[config.mk]
export PLATFORM = sky130hd
export DESIGN_NAME = cpu_bus_responder
export DESIGN_NICKNAME = d
export VERILOG_FILES = /design/src/rtl/cpu_bus_pkg.sv /design/src/rtl/cpu_bus_regbank.sv /design/src/rtl/cpu_bus_responder.sv
export SDC_FILE = /design/constraint.sdc
export NUM_CORES = 1
export LEC_CHECK = 0
export CAP_MARGIN = 10
export CELL_PAD_IN_SITES_DETAIL_PLACEMENT = 0
export CELL_PAD_IN_SITES_GLOBAL_PLACEMENT = 1
export CORE_UTILIZATION = 35
export CTS_BUF_LIST = sky130_fd_sc_hd__clkbuf_4
export DETAILED_ROUTE_END_ITERATION = 10
export PLACE_DENSITY_LB_ADDON = 0.15
export SETUP_SLACK_MARGIN = 0.5
export SLEW_MARGIN = 20
export SYNTH_ARGS = -nofsm -noshare
export SYNTH_HDL_FRONTEND = slang
export SYNTH_SLANG_ARGS = --single-unit
[constraint.sdc]
create_clock -name clk -period 2.8 [get_ports clk]
set_input_delay 0.84 -clock clk [delete_from_list [all_inputs] [get_ports clk]]
set_output_delay 0.84 -clock clk [all_outputs]
set_load 0.02 [all_outputs]
[src/rtl/cpu_bus_pkg.sv]
// Shared types and constants for the CPU bus responder.
package cpu_bus_pkg;

  localparam int CPU_AW = 8;
  localparam int CPU_DW = 8;

  // Value returned on a read that misses the register window.
  localparam logic [CPU_DW-1:0] RD_MISS_VALUE = '1;

  typedef enum logic [1:0] {
    IDLE = 2'd0,
    WAIT = 2'd1,
    ACK  = 2'd2,
    HOLD = 2'd3
  } state_t;

endpackage

[src/rtl/cpu_bus_regbank.sv]
// Byte register storage: one write port, one read mux, flat export of all registers.
module cpu_bus_regbank #(
  parameter int DW    = 8,
  parameter int NREGS = 16,
  localparam int IW   = $clog2(NREGS)
) (
  input  logic                clk,
  input  logic                reset,
  input  logic                we,
  input  logic [IW-1:0]       idx,
  input  logic [DW-1:0]       d,
  output logic [DW-1:0]       q,
  output logic [NREGS*DW-1:0] reg_q
);

  logic [DW-1:0] regs [NREGS];

  // Register array: cleared on reset, single write per cycle.
  always_ff @(posedge clk or negedge reset) begin
    if (!reset) begin
      for (int i = 0; i < NREGS; i++) regs[i] <= '0;
    end else if (we) begin
      regs[idx] <= d;
    end
  end

  assign q = regs[idx];

  for (genvar g = 0; g < NREGS; g++) begin : g_flat
    assign reg_q[g*DW +: DW] = regs[g];
  end

endmodule

[src/rtl/cpu_bus_responder.sv]
// Target end of the 8-bit CPU bus: decodes a register window, inserts wait
// states, performs exactly one access per ce assertion and pulses ack/err.
module cpu_bus_responder
  import cpu_bus_pkg::*;
#(
  parameter int             AW          = CPU_AW,
  parameter int             DW          = CPU_DW,
  parameter int             NREGS       = 16,
  parameter logic [AW-1:0]  BASE_ADDR   = 'h10,
  parameter int             WAIT_STATES = 1
) (
  input  logic                clk,
  input  logic                reset,
  input  logic                ce,
  input  logic                rd,
  input  logic                wr,
  input  logic [AW-1:0]       addr,
  input  logic [DW-1:0]       data_wr,
  output logic [DW-1:0]       data_rd,
  output logic                ack,
  output logic                err,
  output logic [NREGS*DW-1:0] reg_q
);

  localparam int IW = $clog2(NREGS);

  state_t        state, state_nxt;
  logic [3:0]    cnt, cnt_nxt;
  logic          access;
  logic          req;

  logic [AW-1:0] addr_cap;
  logic [DW-1:0] data_cap;
  logic          rd_cap, wr_cap;

  logic [AW-1:0] eff_addr;
  logic [DW-1:0] eff_data;
  logic          eff_rd, eff_wr;
  logic          hit;
  logic [IW-1:0] idx;
  logic          we;
  logic [DW-1:0] rdata;

  assign req = ce & (rd | wr);

  // In IDLE the access (zero wait states) uses the live bus; otherwise the captured request.
  assign eff_addr = (state == IDLE) ? addr    : addr_cap;
  assign eff_data = (state == IDLE) ? data_wr : data_cap;
  assign eff_rd   = (state == IDLE) ? rd      : rd_cap;
  assign eff_wr   = (state == IDLE) ? wr      : wr_cap;

  // Window is aligned to NREGS, so a hit is a match on the upper address bits.
  assign hit = (eff_addr[AW-1:IW] == BASE_ADDR[AW-1:IW]);
  assign idx = eff_addr[IW-1:0];
  assign we  = access & hit & eff_wr & ~eff_rd;

  cpu_bus_regbank #(
    .DW    (DW),
    .NREGS (NREGS)
  ) u_regbank (
    .clk   (clk),
    .reset (reset),
    .we    (we),
    .idx   (idx),
    .d     (eff_data),
    .q     (rdata),
    .reg_q (reg_q)
  );

  // Request capture; only IDLE accepts, later bus changes are ignored.
  always_ff @(posedge clk) begin
    if (state == IDLE && req) begin
      addr_cap <= addr;
      data_cap <= data_wr;
      rd_cap   <= rd;
      wr_cap   <= wr;
    end
  end

  // FSM state and wait counter.
  always_ff @(posedge clk or negedge reset) begin
    if (!reset) begin
      state <= IDLE;
      cnt   <= '0;
    end else begin
      state <= state_nxt;
      cnt   <= cnt_nxt;
    end
  end

  // Next state, counter and the single-cycle access strobe.
  always_comb begin
    state_nxt = state;
    cnt_nxt   = cnt;
    access    = 1'b0;
    case (state)
      IDLE: begin
        if (req) begin
          if (WAIT_STATES == 0) begin
            access    = 1'b1;
            state_nxt = ACK;
          end else begin
            cnt_nxt   = 4'(WAIT_STATES);
            state_nxt = WAIT;
          end
        end
      end
      WAIT: begin
        if (!ce) begin
          cnt_nxt   = '0;
          state_nxt = IDLE;
        end else if (cnt == 4'd1) begin
          cnt_nxt   = '0;
          access    = 1'b1;
          state_nxt = ACK;
        end else begin
          cnt_nxt = cnt - 4'd1;
        end
      end
      ACK:     state_nxt = ce ? HOLD : IDLE;
      HOLD:    if (!ce) state_nxt = IDLE;
      default: state_nxt = IDLE;
    endcase
  end

  // Completion outputs: ack/err pulse for the cycle after the access; read data held.
  always_ff @(posedge clk or negedge reset) begin
    if (!reset) begin
      ack     <= 1'b0;
      err     <= 1'b0;
      data_rd <= '0;
    end else begin
      ack <= access;
      err <= access & (~hit | (eff_rd & eff_wr));
      if (access && eff_rd && !eff_wr)
        data_rd <= hit ? rdata : {DW{RD_MISS_VALUE[0]}};
    end
  end

endmodule

==> metrics.md <==
| Metric | Value |
|---|---|
| Delay-heaviest family, CP | `simple AND/OR/NAND/NOR gates` |
| Count leader, synth | `dfrtp_1` |
| Mapped Nets | `between 500 and 600` |
| Initial Util | `0.357` |
| CTS root buffer | `clkbuf_4` |
| Final setup vio count | `0` |
| Switching portion of total power | `0.380` |
| Worst slew margin | `0.577` |
| Synth Area per Inst | `approximately 14 µm²` |
| IO buf count | `158` |
| Detailed Place HPWL | `around 16000 µm` |
| Synth top area share | `0.499` |
| Tmin final | `~2300 ps` |
| Worst-path clk slew | `around 150 ps` |
| Mapped cell area | `between 7000 and 8000 µm²` |
| DRC viols | `0` |
| Net Sw Power | `2410 µW` |
| Slew Viols, Final | `0` |
| Largest stage delay on the critical path | `approximately 490 ps` |
| Top post-synthesis cells by count | `144 x dfrtp_1, 117 x mux2_2, 29 x nand2_1` |
| Final-report hold violation count | `0` |
| Critical Path Start Type | `flop` |
| Ys flop type | `dfrtp_1` |
| Fin cells | `~1100` |
| ANT nets after route | `0` |
| Hold Path Class | `in2async` |
| Peak supply drop | `0.000355 V` |
| Layout cells sized above 1 | `0.403` |
| Synth cell types | `48` |
| Final Net Count | `approximately 800` |
| Die span in y | `roughly 150 µm` |
| DR WL/cell | `22.3 µm` |
| I/O Pins | `approximately 160` |
| Initial antenna violation count | `2` |
| PwrDens | `between 600 and 700 nW/µm²` |
| Max Freq | `428 MHz` |
| Clock group share of total power | `0.236` |
| Cts bufs inserted | `17` |
| Internal | `~4000 µW` |
| Ys Warns | `0` |
| Seq cells post-synth | `162` |
| Core Util, Final | `0.512` |
| Max-cap violation count | `0` |
| Critical Path RT | `~3300 ps` |
| Cell mode on critical path | `buf_6` |
| R2R cell count | `9` |
| CP max stage cell | `dfrtp_2` |
| GRT Util Overall | `0.228` |
| Seq/Total Area, Yosys | `0.574` |
| Actual slew at the worst max-slew pin | `roughly 630 ps` |
| Crit path cell chain | `buf_6 -> nor4b_4 -> a31oi_1 -> or3_4 -> buf_12 -> nor2_8 -> buf_6 -> nand2_8 -> mux2_2` |
| Most area-hungry cell type in the Yosys netlist | `dfrtp_1` |
| TritonRoute pass-1 iters | `5` |
| Synth Instances | `527` |
| Placed cells | `987` |
| WP buf/inv | `3` |
| Pleak | `0.00534 µW` |
| Status | `completed` |
| EDFF count, synth | `18` |
| CP Class | `reg2reg` |
| Num rows | `between 50 and 60` |
| WL final | `~23000 µm` |
| Vias/cell | `approximately 5.4` |
| Largest net degree at the start of global routing | `62` |
| Reg2reg setup slack | `~470 ps` |
| Share of synthesized flip-flops with an asynchronous set or reset | `0.889` |
| Final Cycle Share | `0.834` |
| Largest cells by area after synthesis | `dfrtp_1 50%, mux2_2 18%, edfxtp_1 7.5%` |
| Starting DRT DRC Count | `around 290` |
| Core box area | `~20000 µm²` |
| Max H-tree Level | `4` |
| CP arrival | `2830 ps` |
| RR Startpoint | `state[0]` |
| Die Area | `approximately 21000 µm²` |
| Min Hold Slack | `about 180 ps` |
| Clk_skew | `about 16 ps` |
| Die width | `146 µm` |
| Vias in the first global route | `roughly 6100` |
| Combinational power share | `0.346` |
| First-pass GRT wire length | `about 36000 µm` |
| Worst-path fanout max | `8` |
| TNS Setup | `0 ps` |
| Gpl congestion | `0.851` |
| Area grow syn2layout | `43.5%` |
| GRT overflow | `0` |
| Clk_lat worst skew | `approximately 600 ps` |
| Setup crit end kind | `flop` |
| CTS sink count | `approximately 160` |
| Via Count | `about 5700` |
| CTS tree | `yes` |
| Max Buffers Root-to-Sink | `2` |
| Sequential cell fraction of total power | `0.418` |
| Reg2reg end | `u_regbank.reg_q[19]` |
| RSZ-0062 raised after global routing | `yes` |
per-stage QoR:
step	setup slack [ps]	power (µW)	cell area, µm²
global route	401	6670	10400
global placement	-368	4530	9640
detailed placement	-391	4570	9640
finish	466	6360	10400
floorplan	274	3600	7320
CTS	421	6270	10100
registers in the layout, indices dropped and copies added, names as in the netlist:
name,cells
data_rd,8
u_regbank.reg_q,128
wr_cap,1
err,1
cnt,4
addr_cap,8
data_cap,8
state,2
rd_cap,1
ack,1
metal layers:
layer  up-vias  GRT usage  share of wire
li1       2507          -              -
met1      2909      0.289           0.43
met2       195      0.377           0.49
met3        40     0.0524          0.050
met4         0     0.0953          0.029
met5         -          0              0
what timing repair did:
item	in CTS	in global routing
hold buffers	0	0
cloned	2	0
hold endpoints to repair	0	0
gates resized for setup	179	45
buffers inserted	16	13
endpoints found under the setup margin	274	117
pin swaps	10	9
power by group through the flow:
| stage | Clock (µW) | Sequential [µW] | Combinational (µW) |
|---|---|---|---|
| 2_1_floorplan | 0 | 2750 | 856 |
| 3_3_place_gp | 0 | 2710 | 1820 |
| 3_5_place_dp | 0 | 2720 | 1860 |
| 4_1_cts | 1540 | 2660 | 2080 |
| 5_1_grt | 1660 | 2680 | 2330 |
| 6_report | 1500 | 2660 | 2200 |
worst register-to-register path, delay by kind of cell, from the launching register on:
| family | cells | cell delay [ps] |
|---|---|---|
| simple gates | 4 | 930 |
| mux | 1 | 290 |
| buf+inv | 3 | 450 |
| compound gates | 1 | 70 |
| flops | 1 | 490 |
kinds of logic (layout without fill, tap and decap cells):
family | Yosys count | in the layout | share of synthesized area
muxes | 129 | 129 | 0.201
adders and majority gates | 2 | 2 | 0.00347
other | 0 | 2 | 0
buffers and inverters | 34 | 287 | 0.0234
and+or+nand+nor | 81 | 81 | 0.0693
AOI/OAI and AO/OA | 119 | 119 | 0.129
DFF | 162 | 162 | 0.574
worst max path at each step:
stage	from	endpoint	slack [ps]	cells after the start
2_1_floorplan	addr[5]	u_regbank.reg_q[100]	270	7
3_3_place_gp	addr[1]	data_rd[3]	-370	9
3_5_place_dp	addr[1]	data_rd[3]	-390	9
4_1_cts	state[1]	u_regbank.reg_q[19]	420	8
5_1_grt	state[0]	u_regbank.reg_q[5]	400	9
6_report	state[0]	u_regbank.reg_q[19]	470	9
cells in the final DEF, fill, tap and decap left out, drive strengths merged, types with 3 or more instances in the layout:
cell type	count
a21oi	10
a221oi	24
a22o	24
a22oi	16
a31oi	5
buf	91
clkbuf	21
clkdlybuf4s15	17
clkdlybuf4s50	11
clkinv	4
dfrtp	144
dlygate4sd2	125
edfxtp	18
inv	15
mux2	128
nand2	44
nand2b	3
nor2	12
nor3	3
nor4b	3
o21ai	18
o22ai	8
o32a	8
or3	3
cell type report:
| cell class | instances | area (µm²) |
|---|---|---|
| multi-input cells | 331 | 3250 |
| diodes | 2 | 5.00 |
| repair buffers | 248 | 2290 |
| well taps | 270 | 338 |
| clock inverters | 15 | 173 |
| inverters | 7 | 26.3 |
| flip-flops and latches | 162 | 4150 |
| fillers | 1800 | 9880 |
| clock buffers | 17 | 128 |
Note: power is estimated with default switching activity, not from simulation.
